==> src/rtl/imm_encoder.sv <==
// Immediate encoder: range-checks a 32-bit offset against a compressed
// immediate format and emits one beat, or two high-then-low beats for BL.
module imm_encoder (
   input  logic        CLK,
   input  logic        RESETn,
   input  logic        IN_VALID,
   output logic        IN_READY,
   input  logic [2:0]  FMT,
   input  logic [31:0] VALUE,
   output logic        OUT_VALID,
   input  logic        OUT_READY,
   output logic [10:0] OUT_FIELD,
   output logic        OUT_LAST,
   output logic        OUT_ERR
);

   localparam logic [2:0] FMT_IMM3  = 3'd0;
   localparam logic [2:0] FMT_IMM5  = 3'd1;
   localparam logic [2:0] FMT_IMM8  = 3'd2;
   localparam logic [2:0] FMT_IMM11 = 3'd3;
   localparam logic [2:0] FMT_BL    = 3'd4;

   typedef enum logic [1:0] {
      IDLE,
      SINGLE,
      BL_HI,
      BL_LO
   } state_t;

   state_t      state_q, state_d;
   logic        ready_q, ready_d;
   logic        valid_q, valid_d;
   logic [10:0] field_q, field_d;
   logic        last_q,  last_d;
   logic        err_q,   err_d;
   logic [10:0] lo_q,    lo_d;

   logic        enc_ok;
   logic        enc_bl;
   logic [10:0] enc_hi;
   logic [10:0] enc_lo;
   logic        accept;
   logic        beat_done;

   // Signed formats: every bit above the field must replicate its sign bit.
   always_comb begin
      enc_ok = 1'b0;
      enc_bl = 1'b0;
      enc_hi = '0;
      enc_lo = '0;
      case (FMT)
         FMT_IMM3: begin
            enc_ok = (VALUE[31:3] == '0);
            enc_hi = {8'b0, VALUE[2:0]};
         end
         FMT_IMM5: begin
            enc_ok = (VALUE[31:7] == '0) && (VALUE[1:0] == 2'b00);
            enc_hi = {6'b0, VALUE[6:2]};
         end
         FMT_IMM8: begin
            enc_ok = !VALUE[0] && (VALUE[31:9] == {23{VALUE[8]}});
            enc_hi = {3'b0, VALUE[8:1]};
         end
         FMT_IMM11: begin
            enc_ok = !VALUE[0] && (VALUE[31:12] == {20{VALUE[11]}});
            enc_hi = VALUE[11:1];
         end
         FMT_BL: begin
            enc_bl = 1'b1;
            enc_ok = !VALUE[0] && (VALUE[31:23] == {9{VALUE[22]}});
            enc_hi = VALUE[22:12];
            enc_lo = VALUE[11:1];
         end
         default: begin
            enc_ok = 1'b0;
         end
      endcase
   end

   // ready_q is only ever set while in IDLE, so it alone qualifies accept.
   assign accept    = ready_q && IN_VALID;
   assign beat_done = valid_q && OUT_READY;

   always_comb begin
      state_d = state_q;
      valid_d = valid_q;
      field_d = field_q;
      last_d  = last_q;
      err_d   = err_q;
      lo_d    = lo_q;
      unique case (state_q)
         IDLE: begin
            if (accept) begin
               valid_d = 1'b1;
               if (enc_bl && enc_ok) begin
                  state_d = BL_HI;
                  field_d = enc_hi;
                  last_d  = 1'b0;
                  err_d   = 1'b0;
                  lo_d    = enc_lo;
               end else begin
                  state_d = SINGLE;
                  field_d = enc_ok ? enc_hi : 11'd0;
                  last_d  = 1'b1;
                  err_d   = !enc_ok;
               end
            end
         end
         BL_HI: begin
            if (beat_done) begin
               state_d = BL_LO;
               field_d = lo_q;
               last_d  = 1'b1;
               err_d   = 1'b0;
            end
         end
         SINGLE, BL_LO: begin
            if (beat_done) begin
               state_d = IDLE;
               valid_d = 1'b0;
               field_d = '0;
               last_d  = 1'b0;
               err_d   = 1'b0;
               lo_d    = '0;
            end
         end
         default: begin
            state_d = IDLE;
            valid_d = 1'b0;
         end
      endcase
      ready_d = (state_d == IDLE);
   end

   always_ff @(posedge CLK or negedge RESETn) begin
      if (!RESETn) begin
         state_q <= IDLE;
         ready_q <= 1'b0;
         valid_q <= 1'b0;
         field_q <= '0;
         last_q  <= 1'b0;
         err_q   <= 1'b0;
         lo_q    <= '0;
      end else begin
         state_q <= state_d;
         ready_q <= ready_d;
         valid_q <= valid_d;
         field_q <= field_d;
         last_q  <= last_d;
         err_q   <= err_d;
         lo_q    <= lo_d;
      end
   end

   assign IN_READY  = ready_q;
   assign OUT_VALID = valid_q;
   assign OUT_FIELD = field_q;
   assign OUT_LAST  = last_q;
   assign OUT_ERR   = err_q;

endmodule

==> config.mk <==
export PLATFORM = sky130hd
export DESIGN_NAME = imm_encoder
export DESIGN_NICKNAME = d
export VERILOG_FILES = /design/src/rtl/imm_encoder.sv
export SDC_FILE = /design/constraint.sdc
export NUM_CORES = 1
export LEC_CHECK = 0
export ABC_AREA = 1
export CAP_MARGIN = 40
export CORE_MARGIN = 5
export CORE_UTILIZATION = 45
export DETAILED_ROUTE_END_ITERATION = 7
export PLACE_DENSITY_LB_ADDON = 0.15
export SETUP_SLACK_MARGIN = 0.3
export SLEW_MARGIN = 20
export SYNTH_ARGS = -nofsm -noshare
export SYNTH_HDL_FRONTEND = slang
export SYNTH_SLANG_ARGS = --single-unit
==> constraint.sdc <==
create_clock -name CLK -period 1.88 [get_ports CLK]
set_input_delay 0.376 -clock CLK [delete_from_list [all_inputs] [get_ports CLK]]
set_output_delay 0.376 -clock CLK [all_outputs]
set_load 0.03 [all_outputs]
Yosys cells after proc, flatten, opt, wreduce, memory -nomap -nowiden. Index checks and enable logic that the tools add are counted.

Flip-flop bits (word level): 28. Output and inout bits: 15. Bits of input ports: 39. Word-level logic and storage cells: 72.

Equality and inequality tests: 15. Mux-type cells: 28. Reduce and logical (&&, ||, !) cells: 22.

Operator list (count): 2-to-1 mux 11 bit (8); one-hot mux 11 bit (5 select lines) (1); one-hot mux 11 bit (3 select lines) (1); logical NOT 29 bit (1); logical NOT 25 bit (1); == test 23 bit (1); one-hot mux 11 bit (2 select lines) (1); == test 20 bit (1); == test 9 bit (1); 2-to-1 mux 1 bit (8); 2-to-1 mux 2 bit (4); != test 2 bit (second input constant) (4); logical AND 1 bit (7); == test 3 x 2 -> 1 bit (second input constant) (2); logical NOT 2 bit (3); one-hot mux 2 bit (3 select lines) (1); AND reduction 3 bit (2); one-hot mux 1 bit (5 select lines) (1); == test 2 bit (second input constant) (2); one-hot mux 1 bit (2 select lines) (2); AND reduction 4 bit (1); == test 3 x 1 -> 1 bit (second input constant) (1); == test 3 bit (second input constant) (1); logical NOT 3 bit (1); 8 further kinds (9).

Logic depth before layout (Yosys ltp). Gate-level depths: netlist of run 1.

Depth in word-level cells: 8. Depth in mapped cells: 15. Depth with buffers taken out: 14.

Worst setup path after synthesis of run 1. OpenSTA, ideal clock, no wires.

Kind: input to register. Start point: input VALUE[11]. End point: register lo_q[0]. Setup slack: 0.106 ns. Buffers on the path: 1. Arrival time: 1.657 ns. Setup time: 0.117 ns. Stages on the path: 15. Required time: 1.763 ns. Cell sequence: inv_2 > ha_1 > nor3_2 > nand2_1 > nor2_1 > nand3_1 > nand3_1 > nand2_2 > nand2_4 > nand2_4 > nand2_4 > nand2_2 > buf_6 > nand2_1 > nand2_1.

Cells in the longest elaborated chain, start to end: 6. Elaborated cells on any way between the ends: 11. Classes of those cells: eq/ne (3); mux (1); reduce/logical (7).

RTL lines: start, declared (RTL line 9) `input logic [31:0] VALUE,`; == test 23 bit, or another cell as far along (RTL line 61) `enc_ok = !VALUE[0] && (VALUE[31:9] == {23{VALUE[8]}});`; logical AND 1 bit (on tied branches) (RTL line 61, 57, 65); one-hot mux 1 bit (5 select lines) * (RTL line 51) `case (FMT)`; logical AND 1 bit * (RTL line 95) `if (enc_bl && enc_ok) begin`; != test 2 bit (no source line) *; AND reduction 4 bit (no source line) *; end signal, assigned (RTL line 151) `lo_q <= lo_d;`; end, declared (RTL line 36) `logic [10:0] lo_q, lo_d;`.

Every way passes the cells marked *; elsewhere a longest branch is shown, timed or not. A chain may end at the register's enable or synchronous reset.

Final worst setup path of run 1.
Start point: input VALUE[22]. End point: register lo_q[3].

Cells in the longest elaborated chain, start to end: 6. Elaborated cells on any way between the ends: 13. Classes of those cells: eq/ne (4); mux (1); reduce/logical (8).

RTL lines (RTL line): == test 23 bit, or another cell as far along (61); logical AND 1 bit (on tied branches); one-hot mux 1 bit (5 select lines) * (51); logical AND 1 bit * (95); != test 2 bit (no source line) *; AND reduction 4 bit (no source line) *.

Marked as above.

==> impl_metrics.toml, run 1 <==
[run_status]
status = "completed"

[cells_and_area]
stdcell_count = 456
seqCellArea_um2 = 702
antenna_cells = 0
fillers = 341
layout_common_cells = "63 x nand2_1, 43 x buf_4, 42 x nor2_1, 36 x dlygate4sd2_1, 27 x dfrtp_1"
area_growth_pct = 60.8
multi_input_area_um2 = 1310
finalNetCount = 445
final_common_cell = "nand2_1"
drive_gt1_frac = 0.349

[floorplanning]
chipWidth_um = 76.5
ios = 54
rows = 24
die_height_um = 76.5
start_util = 0.460
die_area_um2 = 5850
core-area_um2 = 4320

[pwr]
p_leak_nw = 1.59
pwr_density_cell_nw_per_um2 = 1010
total_power_mw = 3.22
vdd_drop_max_v = 0.000714

[setup_path]
path_delay_family = "simple AND/OR/NAND/NOR gates"
cp_slowest_stage_delay_ns = 0.26
cp_max_fo = 5
slowest_stage = "dlygate4sd2_1"
critPathArrivalTime_ns = 1.89
cp.required_ns = 2.10
critPathLaunchType = "primary input"
path_buf_inv = 3
worstSetupEndpointType = "flop"
crit_type = "primary input to flop"
cp_cell_sequence = "dlygate4sd2_1 -> inv_2 -> nand2_2 -> nor2_2 -> nand2_1 -> nor3b_2 -> nand4_1 -> nand2_4 -> nand2_4 -> nand2_8 -> buf_6 -> nand3_2 -> nand2_2"

[clock_network]
clk_latency_ns = 0.27
htree_levels = 1
cts_hold_buf = 0
clk_pin_slew_ns = 0.10
cts_tree = "done"
cts_buffer_depth = 2
clock-sinks = 28
clockRootBuffer = "clkbuf_8"
cts_buffers = 3

[synthesis]
synth-compound-area-share = 0.143
synth_flop_cell = "dfrtp_1"
synth_edf_count = 0
synth-simple-area-share = 0.398
synth_seq_area_share = 0.352
synth_top_family_by_area = "simple AND/OR/NAND/NOR gates"
synth_area_leaders = "dfrtp_1 35%, nand2_1 13%, nand3_1 9.6%"
yosysWarningCount = 0
yosysUniqueCellTypes = 28
ys_ff_latch = 28
postSynthAreaPerCell_um2 = 6.57
async_flop_share = 1.00
netlist_instances = 303
synth_fa_ha_area_frac = 0.00629
synth-xor-area-share = 0
synth_area_um2 = 1990
synth_top_area_frac = 0.352
muxShareOfSynthArea = 0
yosys.area.top_type = "dfrtp_1"
syn_nets = 343

[timing]
setup_violations = 0
skew_ns = 0.00227
worst_pin_slew_ns = 0.365
finalCriticalPeriod_ns = 1.67
rsz0062_at_grt = "true"
fin_setup_tns_ns = 0
hold_viol = 0
period_share = 0.889
fmax_ghz = 0.598
maxSlewViolCount = 0
slew_headroom = 0.757

[placed_design]
io_buffer_count = 53
place.gp.congestion = 0.955
dp.cells = 442
dp_hpwl_um = 4930

[drt]
ant_nets = 0
drc = 0
wl_um = 6610
dr.pass1.iters = 4
num_vias = 2365
drt-initial-drc-count = 179
routed_via_density = 5.19
wl_per_cell_um = 14.5

[grt]
grt_overflow = 0
antenna_found_initial = 0
grt_pass1_wl_um = 10800
gr-usage-all-layers = 0.220
grt_pass1_vias = 2315
grt_max_degree = 29

[job]
cap_violations = 0

[min_path]
worstHoldPathType = "primary input to asynchronous set/reset pin"
==> logic make-up after synthesis <==
kind of cell	Yosys count
and+or+nand+nor	177
buffers and inverters	48
AOI/OAI and AO/OA	49
adders and majority gates	1
DFF	28
==> metal layers <==
metal	share of wire	track usage	routed length, µm
met1	0.42	0.289	2790
met2	0.51	0.386	3340
met3	0.060	0.0213	398
met4	0.013	0.0559	85
met5	0	0	0
==> stage by stage <==
| step | setup WS, ns | utilization | instance area, µm² | hold WS (ns) |
|---|---|---|---|---|
| after global placement | -0.468 | 0.669 | 2890 | 0.457 |
| final | 0.208 | 0.740 | 3200 | 0.473 |
| after floorplan | 0.221 | - | 2020 | 0.0804 |
| after detailed placement | -0.519 | 0.669 | 2890 | 0.462 |
| after CTS | 0.181 | 0.718 | 3110 | 0.492 |
| after global routing | 0.0846 | 0.740 | 3200 | 0.510 |
==> sequential cells by signal, summed over array words and instances, names as in the netlist <==
signal	cells
IN_READY	1
state_q	2
OUT_ERR	1
lo_q	11
OUT_FIELD	11
OUT_LAST	1
OUT_VALID	1
==> cell type report <==
type,count,share of cell area
tap,52,0.0203
sequential,28,0.219
inverter,39,0.0504
clock buffer,4,0.0172
multi-input combinational,228,0.410
timing repair buffer,105,0.283
==> power breakdown <==
| group | internal, mW | switching, mW |
|---|---|---|
| clock | 0.188 | 0.192 |
| combinational | 0.688 | 1.19 |
| sequential | 0.835 | 0.128 |
==> cells in the mapped netlist (2+ instances only) <==
cell and number:
a21oi_1 23, buf_2 2, buf_6 2, clkbuf_1 4, dfrtp_1 28, inv_1 34, inv_2 5, nand2_1 70
nand2_2 3, nand2_4 4, nand3_1 38, nand4_1 2, nor2_1 50, nor2_2 4, nor3_1 2, o211ai_1 3
o21ai_0 8, o221ai_1 2, o22ai_1 10
==> path summary, 6_finish.rpt <==
kind	end	start	slack, ns	cells after the start
max	lo_q[3]	VALUE[22]	0.21	13
min	OUT_FIELD[8]	RESETn	0.47	2
max reg2reg	lo_q[3]	state_q[0]	0.29	7
min reg2reg	OUT_LAST	OUT_LAST	0.48	2
max in group asynchronous	state_q[0]	RESETn	1.11	2
min in group CLK	OUT_LAST	OUT_LAST	0.48	2
==> timing repair <==
action	in CTS	in global routing
setup buffers	4	3
gates cloned	3	0
pin swaps	32	24
setup endpoints to repair	42	25
gates resized for setup	112	27
(Power assumes the default switching activity.)
==> run 2: changes to the inputs <==
- ABC_CLOCK_PERIOD_IN_PS: not set -> 1880
- CELL_PAD_IN_SITES_DETAIL_PLACEMENT: not set -> 1
- CELL_PAD_IN_SITES_GLOBAL_PLACEMENT: not set -> 2
- CORE_UTILIZATION: 45 -> 25
==> impl_metrics.toml, run 2 (synthesis gave the netlist of run 1 again) <==
[grt]
grt_pass1_vias = 2642
gr-usage-all-layers = 0.161
grt_overflow = 0
grt_pass1_wl_um = 12900
antenna_found_initial = 0
grt_max_degree = 29

[cells_and_area]
antenna_cells = 0
finalInstanceArea_um2 = 3550
drive_gt1_frac = 0.426
fin_util = 0.460
finalNetCount = 459
layout_common_cells = "59 x nand2_1, 58 x buf_4, 39 x nor2_1, 31 x dlygate4sd2_1, 27 x dfrtp_1"
area_growth_pct = 78.6
final_common_cell = "nand2_1"

[floorplanning]
die_height_um = 99.2
rows = 32
die_area_um2 = 9850
core-area_um2 = 7730
ios = 54
chipWidth_um = 99.2
start_util = 0.258

[timing]
worst_slack_ns = 0.193
worst_pin_slew_ns = 0.368
period_share = 0.897
fmax_ghz = 0.593
setup_violations = 0
slew_headroom = 0.755
hold_viol = 0
skew_ns = 0.00687
maxSlewViolCount = 0
finalCriticalPeriod_ns = 1.69
rsz0062_at_grt = "true"
holdWs_ns = 0.469

[drt]
drt-initial-drc-count = 70
wl_um = 7930
ant_nets = 0
dr.pass1.iters = 4
wl_per_cell_um = 15.2
num_vias = 2405
routed_via_density = 4.63
drc = 0

[clock_network]
clk_pin_slew_ns = 0.10
htree_levels = 1
clock-sinks = 28
cts_buffers = 3
clk_latency_ns = 0.28
clockRootBuffer = "clkbuf_8"
cts_tree = "done"
cts_buffer_depth = 2
cts_hold_buf = 0

[placed_design]
post-place-ws_ns = -0.539
placed_area_um2 = 3000
io_buffer_count = 53
place.gp.congestion = 0.831
dp_hpwl_um = 6100

[setup_path]
worstSetupEndpointType = "flop"
cp_slowest_stage_delay_ns = 0.29
critPathArrivalTime_ns = 1.90
path_delay_family = "simple AND/OR/NAND/NOR gates"
critPathLaunchType = "primary input"
cp_cell_sequence = "clkdlybuf4s15_1 -> nand3b_2 -> o22ai_2 -> nand4_1 -> nand2_4 -> buf_8 -> o211ai_1 -> a21oi_1"
crit_type = "primary input to flop"
slowest_stage = "nand3b_2"
cp_max_fo = 6
path_buf_inv = 2
r2r_setup_slack_ns = 0.21
cp.required_ns = 2.09

[job]
cap_violations = 0

[min_path]
worstHoldPathType = "primary input to asynchronous set/reset pin"

[pwr]
p_leak_nw = 1.67
total_power_mw = 3.47
pwr_density_cell_nw_per_um2 = 977
vdd_drop_max_v = 0.000346

[run_status]
status = "completed"
-- run 2: worst paths after layout --
path,end,depth (start not counted),from
max,OUT_FIELD[0],8,FMT[1]
min,OUT_FIELD[9],2,RESETn
max reg2reg,OUT_FIELD[7],7,state_q[0]
min reg2reg,lo_q[0],2,lo_q[0]
max in group asynchronous,state_q[0],2,RESETn
min in group CLK,lo_q[0],2,lo_q[0]
-- run 2: cell type report --
| cell class | count | area (µm²) |
|---|---|---|
| inverters | 39 | 165 |
| clock inverters | 1 | 30.0 |
| repair inverters | 1 | 5.00 |
| flip-flops and latches | 28 | 702 |
| clock buffers | 3 | 41.3 |
| repair buffers | 119 | 1040 |
| well taps | 102 | 128 |
| multi-input cells | 227 | 1440 |
| fillers | 979 | 4170 |
-- run 2: routing by layer --
| metal | share of wire | vias to the layer above | GRT usage |
|---|---|---|---|
| met5 | 0 | - | 0 |
| met4 | 0.014 | 0 | 0.0441 |
| met3 | 0.028 | 9 | 0.0196 |
| met2 | 0.51 | 41 | 0.280 |
| met1 | 0.44 | 1138 | 0.208 |
| li1 | - | 1217 | - |
-- run 2: worst register-to-register path, stage by stage, from the launching register on --
cell        delay [ns]
dfrtp_2           0.45
nor2_4            0.13
buf_4             0.13
inv_1             0.07
a21oi_4           0.25
clkinvlp_2        0.31
nor2_1            0.19
a21oi_2           0.04
-- run 2: stage by stage --
step | instances | setup TNS (ns)
5_1_grt | 520 | 0
6_report | 520 | 0
3_5_place_dp | 496 | -12.99
3_3_place_gp | 495 | -12.73
4_1_cts | 515 | 0
2_1_floorplan | 303 | 0
-- run 2: repair_timing --
item | CTS | global route
setup endpoints to repair | 42 | 27
pin swaps | 33 | 28
cloned | 2 | 1
gates resized for setup | 129 | 48
buffers inserted | 13 | 4
-- run 2: power by group --
| part | leakage (nW) | internal [mW] | switching (mW) | total (mW) |
|---|---|---|---|---|
| combinational | 1.28 | 0.751 | 1.28 | 2.03 |
| clock | 0.0357 | 0.286 | 0.196 | 0.482 |
| sequential | 0.355 | 0.835 | 0.125 | 0.961 |
| total | 1.67 | 1.87 | 1.60 | 3.47 |
==> run 3: changes to the inputs <==
- CORE_MARGIN: 5 -> not set
==> impl_metrics.toml, run 3 (synthesis gave the netlist of run 1 again) <==
[grt]
grt_overflow = 0
grt_max_degree = 29
grt_pass1_wl_um = 12800
grt_pass1_vias = 2558
antenna_found_initial = 0
gr-usage-all-layers = 0.193

[cells_and_area]
seqCellArea_um2 = 701
antenna_cells = 0
drive_gt1_frac = 0.440
multi_input_area_um2 = 1440
finalInstanceArea_um2 = 3560
layout_common_cells = "56 x buf_4, 55 x nand2_1, 39 x nor2_1, 28 x dfrtp_1, 22 x dlygate4sd2_1"
stdcell_count = 522
area_growth_pct = 78.7
finalNetCount = 461
fillers = 966
final_common_cell = "buf_4"

[clock_network]
cts_hold_buf = 0
clock-sinks = 28
clockRootBuffer = "clkbuf_8"
cts_tree = "done"
clk_pin_slew_ns = 0.09
clk_latency_ns = 0.27
htree_levels = 1
cts_buffers = 3
cts_buffer_depth = 2

[setup_path]
worstSetupEndpointType = "flop"
cp.required_ns = 2.10
cp_max_fo = 6
critPathArrivalTime_ns = 1.88
critPathLaunchType = "primary input"
crit_type = "primary input to flop"

[drt]
wl_per_cell_um = 14.7
wl_um = 7650
routed_via_density = 4.69
drc = 0
dr.pass1.iters = 4
drt-initial-drc-count = 95
num_vias = 2447
ant_nets = 0

[placed_design]
place.gp.congestion = 0.810
dp_hpwl_um = 5770
io_buffer_count = 53
placed_area_um2 = 2980
dp.cells = 494

[floorplanning]
core-area_um2 = 7730
rows = 32
die_area_um2 = 8320
chipWidth_um = 91.2
ios = 54
die_height_um = 91.2
start_util = 0.258

[timing]
fmax_ghz = 0.602
maxSlewViolCount = 0
rsz0062_at_grt = "true"
period_share = 0.883
holdWs_ns = 0.474
hold_viol = 0
finalCriticalPeriod_ns = 1.66
slew_headroom = 0.762
skew_ns = 0.00580
worst_pin_slew_ns = 0.356
setup_violations = 0
fin_setup_tns_ns = 0

[pwr]
pwr_density_cell_nw_per_um2 = 985
total_power_mw = 3.50
p_leak_nw = 1.73
vdd_drop_max_v = 0.000381

[job]
cap_violations = 0

[min_path]
worstHoldPathType = "primary input to asynchronous set/reset pin"

[run_status]
status = "completed"
run 3: final cells by class:
class / count / share of cell area
well taps: 102 / 0.0359
repair buffers: 121 / 0.297
multi-input cells: 228 / 0.405
clock buffers: 3 / 0.0116
flip-flops and latches: 28 / 0.197
inverters: 39 / 0.0454
clock inverters: 1 / 0.00844
run 3: path summary, 6_finish.rpt:
check / start / end / slack [ns] / cells past startpoint
min in group CLK: lo_q[1] / lo_q[1] / 0.49 / 2
worst max-delay path: VALUE[1] / lo_q[9] / 0.22 / 11
worst max register to register: state_q[1] / lo_q[9] / 0.28 / 7
worst min register to register: lo_q[1] / lo_q[1] / 0.49 / 2
max in group asynchronous: RESETn / OUT_FIELD[1] / 1.14 / 2
worst min-delay path: RESETn / OUT_FIELD[10] / 0.47 / 2
run 3: per-layer routing:
layer	vias up	track usage	share of wire
li1	1221	-	-
met4	0	0.0384	0.0055
met3	2	0.0176	0.030
met5	-	0	0
met1	1180	0.255	0.46
met2	44	0.342	0.51
run 3: where the power goes:
part | internal (mW) | total (mW) | switching [mW]
registers | 0.833 | 0.967 | 0.134
clock network | 0.285 | 0.477 | 0.192
logic | 0.776 | 2.06 | 1.28
total | 1.89 | 3.50 | 1.61
run 3: timing repair:
action                                  in CTS  in global routing
pin swaps                                   39                 36
endpoints found under the setup margin      42                 27
cloned                                       2                  0
resized for setup                          133                 62
setup buffers                               16                  6
hold endpoints to repair                     0                  0
run 3: critical path: stages:
cell and delay (ns):
clkdlybuf4s50_1 0.41, inv_1 0.09, nand2_1 0.07, o22ai_2 0.16
nand4_1 0.16, nand2_4 0.13, nand2_4 0.07, nand2_8 0.13
buf_8 0.14, nand3_2 0.07, nand2_1 0.07
run 3: through the flow:
stage	setup slack (ns)	utilization
after CTS	0.169	0.441
after floorplan	0.221	-
final	0.220	0.460
after global routing	0.113	0.460
after detailed placement	-0.593	0.386
after global placement	-0.555	0.385
